## config.mk

```make
export PLATFORM = sky130hd
export DESIGN_NAME = mem_responder
export DESIGN_NICKNAME = d
export VERILOG_FILES = /design/src/rtl/mem_responder.sv
export SDC_FILE = /design/constraint.sdc
export NUM_CORES = 1
export LEC_CHECK = 0
export ABC_CLOCK_PERIOD_IN_PS = 5700
export BUFFER_PORTS_ARGS = -buffer_cell sky130_fd_sc_hd__buf_2
export CORE_UTILIZATION = 57
export CTS_BUF_LIST = sky130_fd_sc_hd__clkbuf_4
export DETAILED_ROUTE_END_ITERATION = 8
export GPL_TIMING_DRIVEN = 0
export HOLD_SLACK_MARGIN = 0.08
export PLACE_DENSITY = 0.85
export SYNTH_ARGS = -nofsm -noshare
export SYNTH_HDL_FRONTEND = slang
export SYNTH_SLANG_ARGS = --single-unit
```

## constraint.sdc

```tcl
create_clock -name clk -period 5.7 [get_ports clk]
set_input_delay 0.57 -clock clk [delete_from_list [all_inputs] [get_ports clk]]
set_output_delay 0.57 -clock clk [all_outputs]
set_load 0.01 [all_outputs]
```

## src/rtl/mem_responder.sv

```systemverilog
// Memory-bus target: turns cpu data reads/writes and 32-bit instruction fetches
// into strobes on a pipelined 16-bit synchronous RAM and returns handshake plus data.
module mem_responder #(
  parameter int LATENCY = 2,
  parameter int MEM_AW  = 18
) (
  input  logic              clk,
  input  logic              rst,
  input  logic [15:0]       addr,
  input  logic [15:0]       wdata,
  input  logic              read,
  input  logic              write,
  input  logic              instr_access,
  input  logic              read_done,
  output logic [15:0]       mem_bus,
  output logic [31:0]       instr,
  output logic              busy,
  output logic              cack,
  output logic              ready,
  output logic              err,
  output logic [MEM_AW-1:0] mem_addr,
  output logic [15:0]       mem_wdata,
  output logic              mem_we,
  output logic              mem_re,
  input  logic [15:0]       mem_rdata
);

  typedef enum logic [2:0] {
    ST_IDLE, ST_ACK, ST_ISSUE_HI, ST_WAIT, ST_RD_DONE, ST_WR_DONE
  } state_t;

  state_t              r_state;
  logic [15:0]         r_addr;
  logic                r_is_wr;
  logic                r_is_instr;
  logic                r_cap_cnt;
  logic [LATENCY-1:0]  r_re_pipe;
  logic [15:0]         r_mem_bus;
  logic [31:0]         r_instr;
  logic                r_busy;
  logic                r_cack;
  logic                r_ready;
  logic                r_err;
  logic [MEM_AW-1:0]   r_mem_addr;
  logic [15:0]         r_mem_wdata;
  logic                r_mem_we;
  logic                r_mem_re;

  logic                w_cap;
  logic                w_last;

  // r_re_pipe[k] holds mem_re from k+1 cycles ago, so the top bit marks valid rdata
  assign w_cap  = r_re_pipe[LATENCY-1];
  assign w_last = !r_is_instr || r_cap_cnt;

  always_ff @(posedge clk or posedge rst) begin
    if (rst) begin
      r_state     <= ST_IDLE;
      r_addr      <= '0;
      r_is_wr     <= 1'b0;
      r_is_instr  <= 1'b0;
      r_cap_cnt   <= 1'b0;
      r_re_pipe   <= '0;
      r_mem_bus   <= '0;
      r_instr     <= '0;
      r_busy      <= 1'b0;
      r_cack      <= 1'b0;
      r_ready     <= 1'b0;
      r_err       <= 1'b0;
      r_mem_addr  <= '0;
      r_mem_wdata <= '0;
      r_mem_we    <= 1'b0;
      r_mem_re    <= 1'b0;
    end else begin
      r_re_pipe[0] <= r_mem_re;
      for (int i = 1; i < LATENCY; i++) r_re_pipe[i] <= r_re_pipe[i-1];

      if (w_cap) begin
        if (!r_is_instr)     r_mem_bus      <= mem_rdata;
        else if (!r_cap_cnt) r_instr[15:0]  <= mem_rdata;
        else                 r_instr[31:16] <= mem_rdata;
        r_cap_cnt <= 1'b1;
      end

      case (r_state)
        ST_IDLE: begin
          if (read || write) begin
            r_state    <= ST_ACK;
            r_addr     <= addr;
            r_is_wr    <= write;
            r_is_instr <= instr_access;
            r_cap_cnt  <= 1'b0;
            r_cack     <= 1'b1;
            r_busy     <= 1'b1;
            r_mem_we   <= write && !instr_access;
            r_mem_re   <= !write;
            r_mem_addr <= instr_access ? {1'b1, addr, 1'b0} : {2'b00, addr};
            if (write && !instr_access) r_mem_wdata <= wdata;
          end
        end
        ST_ACK: begin
          r_cack   <= 1'b0;
          r_mem_we <= 1'b0;
          if (r_is_wr) begin
            r_state  <= ST_WR_DONE;
            r_busy   <= 1'b0;
            r_ready  <= 1'b1;
            r_mem_re <= 1'b0;
            if (r_is_instr) r_err <= 1'b1;
          end else if (r_is_instr) begin
            r_state    <= ST_ISSUE_HI;
            r_mem_re   <= 1'b1;
            r_mem_addr <= {1'b1, r_addr, 1'b1};
          end else begin
            r_state  <= ST_WAIT;
            r_mem_re <= 1'b0;
          end
        end
        ST_ISSUE_HI: begin
          r_mem_re <= 1'b0;
          r_state  <= ST_WAIT;
        end
        ST_WAIT: begin
          if (w_cap && w_last) begin
            r_state <= ST_RD_DONE;
            r_busy  <= 1'b0;
            r_ready <= 1'b1;
          end
        end
        ST_RD_DONE: begin
          if (read_done) begin
            r_state <= ST_IDLE;
            r_ready <= 1'b0;
          end
        end
        ST_WR_DONE: begin
          r_state <= ST_IDLE;
          r_ready <= 1'b0;
        end
        default: r_state <= ST_IDLE;
      endcase
    end
  end

  assign mem_bus   = r_mem_bus;
  assign instr     = r_instr;
  assign busy      = r_busy;
  assign cack      = r_cack;
  assign ready     = r_ready;
  assign err       = r_err;
  assign mem_addr  = r_mem_addr;
  assign mem_wdata = r_mem_wdata;
  assign mem_we    = r_mem_we;
  assign mem_re    = r_mem_re;

endmodule

```

==> results_dict.tcl <==
set metrics [dict create \
    status "finished, final reports clean" \
    grt_pass1_vias 3177 \
    critPathKind "reg2reg" \
    clkSlewWorstSetupHoldPaths_ns 0.17 \
    grt_usage 0.231 \
    root_buffer "clkbuf_4" \
    ios 142 \
    drc 0 \
    synth_area_um2 4580 \
    numPortBuffers 140 \
    place_inst 571 \
    clk_latency_ns 0.45 \
    htreeDepth 3 \
    vias 3176 \
    synth_compound_area_frac 0.0669 \
    grt-ovfl-total 0 \
    arrival_ns 2.41 \
    fin_nets 534 \
    wire_per_inst_um 15.7 \
    hpwl_um 6750 \
    ir_drop_uv 253 \
    syn2layout_area_growth_pct 21.3 \
    yosysSeqAreaShare 0.612 \
    end_kind "flop" \
    grt_max_degree 62 \
    path_max_fanout 10 \
    timing.setup.tns_ns 0 \
    crit_path_start_kind "flop" \
    postLayoutCellArea_um2 5560 \
    power_mw 3.16 \
    clock_path_buffers 2 \
    drtPass1Iterations 6 \
    diodes 0 \
    gp_congestion 0.790 \
    maxCapViolations 0 \
    antenna_found_initial 0 \
    syn_nets 382 \
    ys_warn_count 0 \
    finalCoreUtilization 0.715 \
    fp.dieH_um 91.6 \
    synth_xor_area_frac 0 \
    routed_via_density 5.41 \
    final.setup_skew_ns 0.0300 \
    post_route_cells_drive_above_1_share 0.534 \
    antenna_left 0 \
    die_area_um2 8400 \
    min_period_ns 2.11 \
    start_util 0.590 \
    cts_setup_buffers 0 \
    rsz0062_at_grt "false" \
    tritoncts "built" \
    wl_um 9240 \
    post-route-period-util 0.370 \
    cts-hold-fix-buffers 0 \
    synth_enable_flop_cells 0 \
    ys.flop_type "dfrtp_1" \
    synth_area_per_cell_um2 14.0 \
    p_leak_nw 2.78 \
    fmaxAchievable_mhz 474 \
    fin_cells 587 \
    hold_ws_ns 0.196 \
    cts_buffers 9 \
    grt_first_pass_wirelength_um 15100 \
    synth-simple-area-share 0.0358 \
    die_x_um 91.6 \
    async_flop_share 1.00 \
    synth-seq-cells 112 \
    core_area_um2 7770 \
    fill_cells 560 \
    synth_top_family_by_area "multiplexers" \
    maxSlewHeadroom 0.420 \
    fin_ws_ns 3.59 \
    cts_resized 0 \
    cts.sinks 112 \
    drt_iter0_markers 138 \
    synthAdderAreaFrac 0 \
    final-setup-viol-count 0 \
    critical_path_required_ns 6.00 \
    synth_mux_area_frac 0.232 \
    place_area_um2 5440 \
    hold_viol 0 \
    hold_path_class "in2async" \
    powerDensity_nw_per_um2 570 \
    place_ws_ns 3.59 \
    ys_types 32 \
    tightest_slew_ns 0.864 \
    std_cell_rows 32 \
    postSynthCellCount 328 \
    finalMaxSlewViolations 0 \
]
-- kinds of logic (layout without fill, tap and decap cells) --
family                 Yosys count  count (layout)
AOI/OAI and AO/OA               36              36
DFF                            112             112
and+or+nand+nor                 28              28
muxes                           96              96
buffers and inverters           56             213
-- critical path, stage by stage (launching register included) --
cell,delay (ns)
dfrtp_1,0.41
buf_2,0.17
nand2b_1,0.22
nor3_1,0.69
buf_2,0.37
a222oi_1,0.10
-- state kept, by name, summed over array words and instances, names as in the netlist, 2 cells and up --
| signal | flops |
|---|---|
| instr | 32 |
| mem_addr | 18 |
| mem_bus | 16 |
| mem_wdata | 16 |
| r_addr | 16 |
| r_re_pipe | 2 |
| r_state | 3 |
-- final timing paths --
path / from / end / slack, ns / cells past startpoint
worst max register to register: r_state[1]$_DFFE_PP0P_ / mem_addr[3]$_DFFE_PP0P_ / 3.59 / 5
max in group asynchronous: rst / r_cap_cnt$_DFF_PP0_ / 4.77 / 3
worst min register to register: r_re_pipe[0]$_DFF_PP0_ / r_re_pipe[1]$_DFF_PP0_ / 0.36 / 0
min in group clk: wdata[5] / mem_wdata[5]$_DFFE_PP0P_ / 0.36 / 2
worst max-delay path: r_state[1]$_DFFE_PP0P_ / mem_addr[3]$_DFFE_PP0P_ / 3.59 / 5
worst min-delay path: rst / instr[16]$_DFFE_PP0P_ / 0.20 / 2
-- layer usage --
metal	up-vias	track usage	share of wire
met5	-	0	0
met4	0	0.0794	0.014
met3	14	0.0439	0.064
met2	127	0.385	0.49
met1	1576	0.305	0.43
li1	1459	-	-
-- final cells by class --
class,count,area (um^2),area share
sequential,112,2800,0.504
tap,102,128,0.0230
clock buffer,10,75.1,0.0135
timing repair buffer,141,728,0.131
multi-input combinational,160,1530,0.276
buffer,18,103,0.0185
clock inverter,6,42.5,0.00766
inverter,38,145,0.0261
-- Yosys cell counts, types with 3 or more instances --
library cell	instances	area [um^2]
o21ai_0	5	25.0
inv_1	38	143
nand2b_1	3	18.8
nor2b_1	3	18.8
nand2_1	3	11.3
o22a_1	4	35.0
mux2_2	81	912
mux2i_1	15	150
dfrtp_1	112	2800
nor3_1	3	15.0
buf_2	13	65.1
a222oi_1	16	160
nor2_1	7	26.3
-- power breakdown --
part / internal [mW] / switching (mW) / leakage [nW]
logic: 0.733 / 0.683 / 1.41
clock network: 0.0967 / 0.252 / 0.0632
registers: 1.20 / 0.204 / 1.30
-- layout by cell type (no fill, tap or decap), types with 3 or more instances in the layout --
cell type  instances
o21ai_0            5
inv_1             37
buf_2            153
mux2_2            81
nand2b_1           3
nor3_1             3
nand2_1            3
clkbuf_4          10
a222oi_1          16
nor2b_1            3
nor2_1             7
o22a_1             4
dfrtp_1          112
mux2i_1           15
Power figures use the tool's default switching activity.
